$ cat config.mk
export PLATFORM = sky130hd
export DESIGN_NAME = mem_arbiter_flat
export DESIGN_NICKNAME = d
export VERILOG_FILES = /design/src/rtl/mem_arbiter_if.sv /design/src/rtl/mem_arbiter.sv /design/src/flat_wrapper.sv
export SDC_FILE = /design/constraint.sdc
export NUM_CORES = 1
export LEC_CHECK = 0
export ABC_AREA = 0
export BUFFER_PORTS_ARGS = -buffer_cell sky130_fd_sc_hd__buf_4
export CAP_MARGIN = 20
export CORE_MARGIN = 10
export CORE_UTILIZATION = 35
export DETAILED_ROUTE_END_ITERATION = 10
export PLACE_DENSITY = 0.76
export RECOVER_POWER = 100
export SLEW_MARGIN = 15
export SYNTH_ARGS = -nofsm -noshare
export SYNTH_HDL_FRONTEND = slang
export SYNTH_SLANG_ARGS = --single-unit
export TNS_END_PERCENT = 30
$ cat constraint.sdc
create_clock -name clk -period 1.65 [get_ports clk]
set_input_delay 0.165 -clock clk [delete_from_list [all_inputs] [get_ports clk]]
set_output_delay 0.165 -clock clk [all_outputs]
set_load 0.02 [all_outputs]
$ cat src/rtl/mem_arbiter_if.sv
`timescale 1ns/1ps
`default_nettype none
// ============================================================================
// Module   : mem_arbiter_if
// Purpose  : Requester-side and memory-side bus bundle for mem_arbiter.
// Revision : 1.0
// ============================================================================
interface mem_arbiter_if #(
    parameter int AW = 32
);
    logic [AW-1:0] m0_addr;
    logic          m0_ren;
    logic          m0_wen;
    logic [31:0]   m0_wdata;
    logic [1:0]    m0_wsize;
    logic          m0_gnt;
    logic          m0_rvalid;
    logic [31:0]   m0_rdata;

    logic [AW-1:0] m1_addr;
    logic          m1_ren;
    logic          m1_wen;
    logic [31:0]   m1_wdata;
    logic [1:0]    m1_wsize;
    logic          m1_gnt;
    logic          m1_rvalid;
    logic [31:0]   m1_rdata;

    logic [AW-1:0] mem_addr;
    logic          mem_ren;
    logic          mem_wen;
    logic [31:0]   mem_wdata;
    logic [1:0]    mem_wsize;
    logic [31:0]   mem_rdata;

    modport slave (
        input  m0_addr, m0_ren, m0_wen, m0_wdata, m0_wsize,
        output m0_gnt, m0_rvalid, m0_rdata,
        input  m1_addr, m1_ren, m1_wen, m1_wdata, m1_wsize,
        output m1_gnt, m1_rvalid, m1_rdata,
        output mem_addr, mem_ren, mem_wen, mem_wdata, mem_wsize,
        input  mem_rdata
    );

    modport master (
        output m0_addr, m0_ren, m0_wen, m0_wdata, m0_wsize,
        input  m0_gnt, m0_rvalid, m0_rdata,
        output m1_addr, m1_ren, m1_wen, m1_wdata, m1_wsize,
        input  m1_gnt, m1_rvalid, m1_rdata,
        input  mem_addr, mem_ren, mem_wen, mem_wdata, mem_wsize,
        output mem_rdata
    );
endinterface
`default_nettype wire

$ cat src/rtl/mem_arbiter.sv
`timescale 1ns/1ps
`default_nettype none
// ============================================================================
// Module   : mem_arbiter
// Purpose  : Two-requester arbiter for one single-port memory; fixed priority
//            by default, round-robin when MEM_ARBITER_ROUND_ROBIN_EN is defined.
// Revision : 1.0
// ============================================================================
module mem_arbiter #(
    parameter int AW = 32
) (
    input  logic         clk,
    input  logic         reset,
    mem_arbiter_if.slave bus
);
    typedef enum logic [2:0] {
        S_IDLE   = 3'd0,
        S_GRANT0 = 3'd1,
        S_GRANT1 = 3'd2,
        S_RESP0  = 3'd3,
        S_RESP1  = 3'd4
    } state_e;

    state_e        state_q;
    logic          gnt0_q;
    logic          gnt1_q;
    logic          rvalid0_q;
    logic          rvalid1_q;
    logic [AW-1:0] mem_addr_q;
    logic          mem_ren_q;
    logic          mem_wen_q;
    logic [31:0]   mem_wdata_q;
    logic [1:0]    mem_wsize_q;

    logic          w_req0;
    logic          w_req1;
    logic          w_pick1;

    assign w_req0 = bus.m0_ren | bus.m0_wen;
    assign w_req1 = bus.m1_ren | bus.m1_wen;

`ifdef MEM_ARBITER_ROUND_ROBIN_EN
    // last_grant_q holds the index of the most recently granted port.
    logic last_grant_q;
    assign w_pick1 = w_req1 & (~w_req0 | ~last_grant_q);
`else
    assign w_pick1 = w_req1 & ~w_req0;
`endif

    // The winner's request is captured in IDLE; requesters hold it stable
    // until gnt, so the captured copy equals the live port during GRANT.
    always_ff @(posedge clk) begin
        if (reset) begin
            state_q     <= S_IDLE;
            gnt0_q      <= 1'b0;
            gnt1_q      <= 1'b0;
            rvalid0_q   <= 1'b0;
            rvalid1_q   <= 1'b0;
            mem_addr_q  <= '0;
            mem_ren_q   <= 1'b0;
            mem_wen_q   <= 1'b0;
            mem_wdata_q <= '0;
            mem_wsize_q <= '0;
`ifdef MEM_ARBITER_ROUND_ROBIN_EN
            last_grant_q <= 1'b1;
`endif
        end else begin
            case (state_q)
                S_IDLE: begin
                    if (w_req0 | w_req1) begin
                        state_q     <= w_pick1 ? S_GRANT1 : S_GRANT0;
                        gnt0_q      <= ~w_pick1;
                        gnt1_q      <= w_pick1;
                        mem_addr_q  <= w_pick1 ? bus.m1_addr  : bus.m0_addr;
                        mem_ren_q   <= w_pick1 ? bus.m1_ren   : bus.m0_ren;
                        mem_wen_q   <= w_pick1 ? bus.m1_wen   : bus.m0_wen;
                        mem_wdata_q <= w_pick1 ? bus.m1_wdata : bus.m0_wdata;
                        mem_wsize_q <= w_pick1 ? bus.m1_wsize : bus.m0_wsize;
`ifdef MEM_ARBITER_ROUND_ROBIN_EN
                        last_grant_q <= w_pick1;
`endif
                    end
                end
                S_GRANT0, S_GRANT1: begin
                    gnt0_q      <= 1'b0;
                    gnt1_q      <= 1'b0;
                    rvalid0_q   <= (state_q == S_GRANT0) & mem_ren_q;
                    rvalid1_q   <= (state_q == S_GRANT1) & mem_ren_q;
                    if (mem_ren_q) begin
                        state_q <= (state_q == S_GRANT0) ? S_RESP0 : S_RESP1;
                    end else begin
                        state_q <= S_IDLE;
                    end
                    mem_addr_q  <= '0;
                    mem_ren_q   <= 1'b0;
                    mem_wen_q   <= 1'b0;
                    mem_wdata_q <= '0;
                    mem_wsize_q <= '0;
                end
                S_RESP0, S_RESP1: begin
                    rvalid0_q <= 1'b0;
                    rvalid1_q <= 1'b0;
                    state_q   <= S_IDLE;
                end
                default: begin
                    state_q <= S_IDLE;
                end
            endcase
        end
    end

    // Reset masks strobes in the same cycle it is asserted, before the edge.
    assign bus.m0_gnt    = gnt0_q & ~reset;
    assign bus.m1_gnt    = gnt1_q & ~reset;
    assign bus.m0_rvalid = rvalid0_q & ~reset;
    assign bus.m1_rvalid = rvalid1_q & ~reset;
    assign bus.m0_rdata  = bus.mem_rdata;
    assign bus.m1_rdata  = bus.mem_rdata;

    assign bus.mem_addr  = mem_addr_q;
    assign bus.mem_ren   = mem_ren_q & ~reset;
    assign bus.mem_wen   = mem_wen_q & ~reset;
    assign bus.mem_wdata = mem_wdata_q;
    assign bus.mem_wsize = mem_wsize_q;

endmodule
`default_nettype wire

$ cat src/flat_wrapper.sv
// flat-port wrapper written by rule: the top's interface ports become plain ports
module mem_arbiter_flat 
#(
    parameter int AW = 32
)
  (clk, reset, bus_m0_addr, bus_m0_ren, bus_m0_wen, bus_m0_wdata, bus_m0_wsize, bus_m0_gnt, bus_m0_rvalid, bus_m0_rdata, bus_m1_addr, bus_m1_ren, bus_m1_wen, bus_m1_wdata, bus_m1_wsize, bus_m1_gnt, bus_m1_rvalid, bus_m1_rdata, bus_mem_addr, bus_mem_ren, bus_mem_wen, bus_mem_wdata, bus_mem_wsize, bus_mem_rdata);
  mem_arbiter_if #(.AW(AW)) bus_i ();
  input  logic clk;
  input  logic reset;
  input wire logic [$bits(bus_i.m0_addr)-1:0] bus_m0_addr;
  input wire logic [$bits(bus_i.m0_ren)-1:0] bus_m0_ren;
  input wire logic [$bits(bus_i.m0_wen)-1:0] bus_m0_wen;
  input wire logic [$bits(bus_i.m0_wdata)-1:0] bus_m0_wdata;
  input wire logic [$bits(bus_i.m0_wsize)-1:0] bus_m0_wsize;
  output wire logic [$bits(bus_i.m0_gnt)-1:0] bus_m0_gnt;
  output wire logic [$bits(bus_i.m0_rvalid)-1:0] bus_m0_rvalid;
  output wire logic [$bits(bus_i.m0_rdata)-1:0] bus_m0_rdata;
  input wire logic [$bits(bus_i.m1_addr)-1:0] bus_m1_addr;
  input wire logic [$bits(bus_i.m1_ren)-1:0] bus_m1_ren;
  input wire logic [$bits(bus_i.m1_wen)-1:0] bus_m1_wen;
  input wire logic [$bits(bus_i.m1_wdata)-1:0] bus_m1_wdata;
  input wire logic [$bits(bus_i.m1_wsize)-1:0] bus_m1_wsize;
  output wire logic [$bits(bus_i.m1_gnt)-1:0] bus_m1_gnt;
  output wire logic [$bits(bus_i.m1_rvalid)-1:0] bus_m1_rvalid;
  output wire logic [$bits(bus_i.m1_rdata)-1:0] bus_m1_rdata;
  output wire logic [$bits(bus_i.mem_addr)-1:0] bus_mem_addr;
  output wire logic [$bits(bus_i.mem_ren)-1:0] bus_mem_ren;
  output wire logic [$bits(bus_i.mem_wen)-1:0] bus_mem_wen;
  output wire logic [$bits(bus_i.mem_wdata)-1:0] bus_mem_wdata;
  output wire logic [$bits(bus_i.mem_wsize)-1:0] bus_mem_wsize;
  input wire logic [$bits(bus_i.mem_rdata)-1:0] bus_mem_rdata;
  assign bus_i.m0_addr = bus_m0_addr;
  assign bus_i.m0_ren = bus_m0_ren;
  assign bus_i.m0_wen = bus_m0_wen;
  assign bus_i.m0_wdata = bus_m0_wdata;
  assign bus_i.m0_wsize = bus_m0_wsize;
  assign bus_m0_gnt = bus_i.m0_gnt;
  assign bus_m0_rvalid = bus_i.m0_rvalid;
  assign bus_m0_rdata = bus_i.m0_rdata;
  assign bus_i.m1_addr = bus_m1_addr;
  assign bus_i.m1_ren = bus_m1_ren;
  assign bus_i.m1_wen = bus_m1_wen;
  assign bus_i.m1_wdata = bus_m1_wdata;
  assign bus_i.m1_wsize = bus_m1_wsize;
  assign bus_m1_gnt = bus_i.m1_gnt;
  assign bus_m1_rvalid = bus_i.m1_rvalid;
  assign bus_m1_rdata = bus_i.m1_rdata;
  assign bus_mem_addr = bus_i.mem_addr;
  assign bus_mem_ren = bus_i.mem_ren;
  assign bus_mem_wen = bus_i.mem_wen;
  assign bus_mem_wdata = bus_i.mem_wdata;
  assign bus_mem_wsize = bus_i.mem_wsize;
  assign bus_i.mem_rdata = bus_mem_rdata;
  mem_arbiter #(.AW(AW)) u_core (.clk(clk), .reset(reset), .bus(bus_i));
endmodule
==> results of run 1 <==
==> cell usage after synthesis (2+ instances only) <==
cell type / count
nor2b_1: 4
o21ai_1: 46
o21ai_0: 21
buf_6: 5
clkbuf_1: 6
buf_4: 65
buf_2: 9
mux2i_1: 66
dfxtp_1: 75
nand2b_1: 2
inv_1: 5
a21oi_1: 4
o32ai_1: 2
nor2_1: 8
buf_1: 2
nand2_1: 68
==> logic make-up (layout without fill, tap and decap cells) <==
kind of cell | count (synthesis) | in the layout | synth area share
AO/OA/AOI/OAI | 81 | 81 | 0.1222
XOR/XNOR | 1 | 1 | 0.002410
buffers and inverters | 92 | 239 | 0.1756
flip-flops | 75 | 75 | 0.4131
multiplexers | 66 | 66 | 0.1818
AND/OR/NAND/NOR | 89 | 89 | 0.1050
==> metrics by stage <==
step           utilization  power (µW)  cells
2_1_floorplan            -        2901    404
3_3_place_gp        0.4789        3288    671
3_5_place_dp        0.4789        3323    671
4_1_cts             0.5026        5052    687
5_1_grt             0.4758        5096    687
6_report            0.4758        4813    687
==> flip-flops by register name (all words and copies together) (netlist names) <==
name                  count
u_core.bus.mem_addr      32
u_core.bus.mem_wdata     32
u_core.bus.mem_wsize      2
u_core.gnt0_q             1
u_core.gnt1_q             1
u_core.mem_ren_q          1
u_core.mem_wen_q          1
u_core.rvalid0_q          1
u_core.rvalid1_q          1
u_core.state_q            3
==> power groups by stage <==
stage | registers [µW] | clock network [µW] | logic, µW
6_report | 2080 | 1700 | 1040
3_5_place_dp | 2120 | 0 | 1200
5_1_grt | 2100 | 1860 | 1130
3_3_place_gp | 2110 | 0 | 1170
4_1_cts | 2080 | 1770 | 1200
2_1_floorplan | 2310 | 0 | 594
==> worst reg2reg max path, delay by kind of cell, from the launching register on <==
kind / cells / cell delay [ns]
buffers and inverters: 1 / 0.23
DFF: 1 / 0.35
and+or+nand+nor: 2 / 0.72
AOI/OAI and AO/OA: 1 / 0.17
==> layout make-up <==
class | instances | area, µm² | area share
clock buffers | 12 | 145.1 | 0.02981
clock inverters | 4 | 97.59 | 0.02005
inverters | 5 | 18.77 | 0.003855
multi-input cells | 237 | 1514 | 0.3110
flip-flops and latches | 75 | 1501 | 0.3084
well taps | 136 | 170.2 | 0.03495
repair buffers | 218 | 1421 | 0.2920
==> worst max path at each step <==
stage / endpoint / slack [ns] / cells past startpoint / start
after global placement: u_core.state_q[1] / 0.07 / 5 / bus_m1_ren
final: u_core.bus.mem_wdata[22] / 0.11 / 4 / u_core.state_q[0]
after detailed placement: u_core.bus.mem_wdata[4] / 0.04 / 6 / bus_m1_ren
after CTS: u_core.bus.mem_addr[4] / 0.05 / 4 / u_core.state_q[0]
after global routing: u_core.bus.mem_wdata[30] / 0.004 / 4 / u_core.state_q[0]
after floorplan: u_core.bus.mem_wdata[10] / 0.11 / 5 / u_core.state_q[2]
==> per-layer routing <==
metal	routed length [µm]	global-route usage
met5	0	0
met4	231	0.05142
met3	1171	0.07354
met2	5341	0.2359
met1	3987	0.1311
==> flow_summary.ini, run 1 <==
[status]
status = completed

[critical_path]
slowest_delay_ns = 0.55
required_ns = 1.91
path_buf_inv = 1
critical_path_class = reg -> reg
cp-end-kind = register
ff2ff_path_depth = 4
cp_top_family = simple AND/OR/NAND/NOR gates
r2r_setup_slack_ns = 0.11
reg2reg_to = u_core.bus.mem_wdata[22]
crit_path_max_fanout = 29
crit_chain = or4_4 > nand2b_4 > buf_4 > o21ai_1
start_kind = register
r2r-start = u_core.state_q[0]
arrival_ns = 1.81
slowest_stage = or4_4

[sta]
max_freq_mhz = 648.2
min_period_ns = 1.543
finalWorstSetupSlack_ns = 0.1073
holdWs_ns = 0.05804
finalClockSkew_ns = 0.01100
hold_viol = 0
drv_slew = 0
tightestPinTransition_ns = 0.3769
rsz0062_at_grt = no
slew_headroom = 0.7487
period_share = 0.9350
tns_ns = 0
finalSetupViolCount = 0

[pwr]
power_density_mw_per_mm2 = 988.7
vdd_ir_drop_max_uv = 466.3
combPwrFrac = 0.216
pwr-share-seq = 0.431
pwr-share-clk = 0.353
p_leak_uw = 0.002355
swShare = 0.2734
p_sw_uw = 1316
p_int_uw = 3497

[global_routing]
grt_pass1_wl_um = 16420
grt_util_all_layers = 0.1349
grt-ovfl-total = 0
grt_max_degree = 44
grt_pass1_vias = 3413
antenna_found_initial = 0

[synthesis]
yosysTopAreaCell = dfxtp_1
syn-mean-instance-area_um2 = 8.997
synthFlopType = dfxtp_1
netlist-cell-type-count = 32
async_flop_share = 0
synth_edf_count = 0
ys_seq_area_frac = 0.4131
ys_top_cells_by_area = dfxtp_1, mux2i_1, buf_4, nand2_1, o21ai_1
syn_area_mm2 = 0.003635
synthCells = 404
yosysTopAreaCellShare = 0.4131
ys_ff_latch = 75
ys_warn_count = 0
syn-num-nets = 574

[route]
drtIter0Drc = 93
drc = 0
vias_per_cell = 4.617
dr_total_vias = 3172
routedWlPerCell_um = 15.62
firstDrtPassIters = 4
drt-total-wl_um = 10730
postRouteAntennaNets = 0

[final_layout]
synthToLayoutAreaGrowth_pct = 33.94
antenna_cells = 0
mostFrequentLayoutCells = buf_4, clkbuf_1, dfxtp_1
layout.nets = 716
final_common_cell = buf_4
drive_above_1_share = 0.2958
n_fill_cell = 1039
final_area_mm2 = 0.004868

[clock_tree]
worstSkewPairLatency_ns = 0.33
cts.path.max_buffers = 2
post_cts_buffers = 0
htree_levels = 3
cts_tree = built
clk_pin_slew_ns = 0.08
cts_resized = 0
clockRootBuffer = clkbuf_8
cts_made_buffers = 9
cts.sinks = 75
holdBufCountCts = 0

[hold_path]
hold_depth = 2
worstHoldStart = bus_m0_ren
worst_hold_path.endpoint = u_core.gnt1_q
hp-class = in -> reg

[floorplan]
ios = 306
dieArea_mm2 = 0.01486
die_h_um = 121.9
rows = 37
core_mm2 = 0.01023
start_util = 0.3553
die_w_um = 121.9

[placed_design]
port_buffers = 209
placed_area_mm2 = 0.004900
gp_congestion = 0.8340
post-place-ws_ns = 0.03743
hpwl_um = 8769

[flow_run]
drv_cap = 0
Note: power is estimated with default switching activity, not from simulation.
==> run 2: changes to the inputs <==
Settings changed: CTS_CLUSTER_SIZE from default to 16, PLACE_DENSITY 0.76 to 0.73.
==> flow_summary.ini, run 2 (synthesized netlist as in run 1, its figures left out) <==
[status]
status = completed

[clock_tree]
clk_pin_slew_ns = 0.08
cts_tree = built
cts_made_buffers = 9
holdBufCountCts = 0
cts.sinks = 75
cts.path.max_buffers = 2
htree_levels = 3
clockRootBuffer = clkbuf_8
worstSkewPairLatency_ns = 0.34

[placed_design]
placed_area_mm2 = 0.004892
port_buffers = 209
gp_congestion = 0.8069
hpwl_um = 8835

[critical_path]
r2r_setup_slack_ns = 0.07
arrival_ns = 1.85
ff2ff_path_depth = 4
reg2reg_to = u_core.bus.mem_addr[13]
crit_path_max_fanout = 66
required_ns = 1.91
start_kind = register
r2r-start = u_core.state_q[0]
cp-end-kind = register
worstSetupStartpoint = u_core.state_q[0]
critical_path_class = reg -> reg

[global_routing]
antenna_found_initial = 0
grt_pass1_wl_um = 16990
grt_pass1_vias = 3474
grt_util_all_layers = 0.1392
grt_max_degree = 67
grt-ovfl-total = 0

[sta]
holdWs_ns = 0.05231
hold_viol = 0
max_freq_mhz = 631.2
finalClockSkew_ns = 0.005332
slew_headroom = 0.7517
tns_ns = 0
tightestPinTransition_ns = 0.3740
min_period_ns = 1.584
period_share = 0.9601
drv_slew = 0
rsz0062_at_grt = no
finalSetupViolCount = 0

[route]
firstDrtPassIters = 4
drc = 0
drtIter0Drc = 160
dr_total_vias = 3186
vias_per_cell = 4.651
routedWlPerCell_um = 15.86
drt-total-wl_um = 10870
postRouteAntennaNets = 0

[pwr]
power_density_mw_per_mm2 = 957.9
p_leak_uw = 0.002350
vdd_ir_drop_max_uv = 411.1

[final_layout]
multiInputGateArea_mm2 = 0.001514
regArea_mm2 = 0.001501
drive_above_1_share = 0.3005
antenna_cells = 0
mostFrequentLayoutCells = buf_4, dfxtp_1, clkbuf_1
n_fill_cell = 1019
layout.nets = 715
final_area_mm2 = 0.004841
final_common_cell = buf_4
synthToLayoutAreaGrowth_pct = 33.18

[floorplan]
rows = 37
die_h_um = 121.9
core_mm2 = 0.01023
start_util = 0.3553
dieArea_mm2 = 0.01486
die_w_um = 121.9
ios = 306

[hold_path]
hold_depth = 2
hp-class = in -> reg
worstHoldStart = bus_m0_wen
worst_hold_path.endpoint = u_core.gnt1_q

[flow_run]
drv_cap = 0
==> run 2: cell types whose count changed in the layout (fill, tap and decap cells not counted) <==
cell / change
clkbuf_1: -4
clkinv_2: +2
o21ai_0: +21
bufinv_16: -1
o21ai_1: -21
buf_4: +1
==> run 2: final cells by class <==
cell class	instances	area share
clock inverters	5	0.01602
repair buffers	217	0.2936
multi-input cells	237	0.3127
clock buffers	10	0.02843
inverters	5	0.003877
flip-flops and latches	75	0.3102
well taps	136	0.03515
==> run 2: worst max-delay path by stage <==
stage	depth (start not counted)	end	slack, ns
after floorplan	5	u_core.bus.mem_wdata[10]	0.11
after global placement	5	u_core.state_q[1]	0.07
after detailed placement	6	u_core.bus.mem_wdata[1]	0.007
after CTS	4	u_core.bus.mem_wdata[1]	0.007
after global routing	4	u_core.bus.mem_wdata[5]	0.01
final	4	u_core.bus.mem_addr[13]	0.07
==> run 2: worst max-delay path, stage by stage (launching register included) <==
cell and delay, ns:
dfxtp_1 0.37, or4_4 0.56, nand2b_4 0.17, buf_12 0.17, o21ai_0 0.20
==> run 2: layer usage <==
layer  track usage  vias to the layer above  routed length (µm)  part of all wire
met5             0                        -                   0                 0
met4       0.06632                        0                 240             0.022
met3       0.07354                       36                1435              0.13
met2        0.2301                      164                5195              0.48
met1        0.1424                     1404                3995              0.37
li1              -                     1582                   -                 -
==> run 2: timing repair <==
action                                  4_1_cts  5_1_grt
endpoints found under the setup margin        0       28
setup buffers                                 0        0
resized for setup                             0        4
hold endpoints to repair                      0        0
==> run 2: stage by stage <==
step,power [µW],utilization,std cells,setup slack [ns]
CTS,4864,0.4992,685,0.006644
floorplan,2901,-,404,0.1075
finish,4637,0.4732,685,0.06583
global route,4902,0.4732,685,0.01127
global placement,3288,0.4782,670,0.07119
detailed placement,3315,0.4782,670,0.007162
==> run 2: report_power, final <==
| group | total [µW] | switching, µW | internal [µW] |
|---|---|---|---|
| logic | 1030 | 570 | 456 |
| clock network | 1530 | 653 | 879 |
| registers | 2080 | 90.8 | 1990 |
| total | 4640 | 1310 | 3320 |
==> run 3: changes to the inputs <==
Clock period 1.65 ns to 1.8 ns, I/O delays scaled along.
==> flow_summary.ini, run 3 (synthesized netlist as in run 1, its figures left out) <==
[floorplan]
ios = 306
dieArea_mm2 = 0.01486
core_mm2 = 0.01023
rows = 37
die_h_um = 121.9
die_w_um = 121.9
start_util = 0.3553

[critical_path]
worstSetupStartpoint = u_core.state_q[0]
crit_chain = or4_1 > nand2b_4 > buf_12 > o21ai_0
start_kind = register
r2r-start = u_core.state_q[0]
cp-end-kind = register
required_ns = 2.06
ff2ff_path_depth = 4
r2r_setup_slack_ns = 0.12
arrival_ns = 1.94
slowest_stage = or4_1
critical_path_class = reg -> reg
crit_path_max_fanout = 66
slowest_delay_ns = 0.60
reg2reg_to = u_core.bus.mem_wdata[7]
cp-endpoint = u_core.bus.mem_wdata[7]

[sta]
tightestPinTransition_ns = 0.6100
finalClockSkew_ns = 0.01215
hold_viol = 0
min_period_ns = 1.679
tns_ns = 0
max_freq_mhz = 595.4
drv_slew = 0
finalSetupViolCount = 0
period_share = 0.9330
slew_headroom = 0.5933
rsz0062_at_grt = no

[final_layout]
multiInputGateArea_mm2 = 0.001510
synthToLayoutAreaGrowth_pct = 32.70
layout.nets = 712
final_common_cell = buf_4
final_core_util = 0.4714
regArea_mm2 = 0.001501
antenna_cells = 0
n_fill_cell = 1032
drive_above_1_share = 0.2943
final_area_mm2 = 0.004823
mostFrequentLayoutCells = buf_4, dfxtp_1, clkbuf_1

[clock_tree]
holdBufCountCts = 0
cts_tree = built
post_cts_buffers = 0
cts.sinks = 75
clockRootBuffer = clkbuf_8
htree_levels = 3
cts_resized = 0
clk_pin_slew_ns = 0.08
cts_made_buffers = 9
worstSkewPairLatency_ns = 0.34
cts.path.max_buffers = 2

[route]
vias_per_cell = 4.643
postRouteAntennaNets = 0
firstDrtPassIters = 4
drtIter0Drc = 109
drt-total-wl_um = 10900
dr_total_vias = 3171
routedWlPerCell_um = 15.95
drc = 0

[placed_design]
placed_area_mm2 = 0.004845
port_buffers = 209
gp_congestion = 0.7817
hpwl_um = 8683

[global_routing]
antenna_found_initial = 0
grt_pass1_wl_um = 16630
grt_pass1_vias = 3366
grt_util_all_layers = 0.1372
grt_max_degree = 67
grt-ovfl-total = 0

[pwr]
vdd_ir_drop_max_uv = 420.2
p_leak_uw = 0.002337
power_density_mw_per_mm2 = 914.6

[status]
status = completed

[hold_path]
hp-class = in -> reg

[flow_run]
drv_cap = 0
[run 3: worst max-delay path: cells and delay by family (launching register included)]
| kind | cells | cell delay, ns |
|---|---|---|
| compound gates | 1 | 0.20 |
| buf+inv | 1 | 0.18 |
| flops | 1 | 0.41 |
| simple gates | 2 | 0.78 |
[run 3: how the worst min path moves through the flow]
stage / startpoint / to / cells after the start
after floorplan: bus_m0_ren / u_core.gnt1_q / 1
after global placement: bus_mem_rdata[30] / bus_m0_rdata[30] / 0
after detailed placement: bus_mem_rdata[30] / bus_m0_rdata[30] / 0
after CTS: bus_m0_ren / u_core.gnt1_q / 2
after global routing: bus_m0_ren / u_core.gnt1_q / 2
final: bus_m0_ren / u_core.gnt1_q / 2
[run 3: cell type report]
class                           count  area share
Sequential cell                    75      0.3113
Inverter                            5    0.003891
Multi-Input combinational cell    237      0.3131
Clock buffer                       11     0.02931
Tap cell                          136     0.03528
Timing Repair Buffer              214      0.2848
Clock inverter                      5     0.02231
[run 3: metal layers]
metal,wire length (µm),share of wire,track usage
met2,5222,0.48,0.2318
met5,0,0,0
met3,1303,0.12,0.07539
met1,4207,0.39,0.1432
met4,162,0.015,0.04173
[run 3: stage by stage]
step	hold slack, ns	power, µW	cells	setup slack [ns]
floorplan	0.2821	2659	404	0.2575
global placement	0.3602	3000	667	0.1836
detailed placement	0.3602	3025	667	0.1241
CTS	0.03614	4645	683	0.09799
global route	0.03732	4681	683	0.01964
finish	0.06065	4411	683	0.1206
[run 3: where the power goes]
part           switching [µW]  internal, µW  total [µW]
registers                85.0          1820        1910
clock network             619           970        1590
logic                     513           402         915
total                    1220          3190        4410
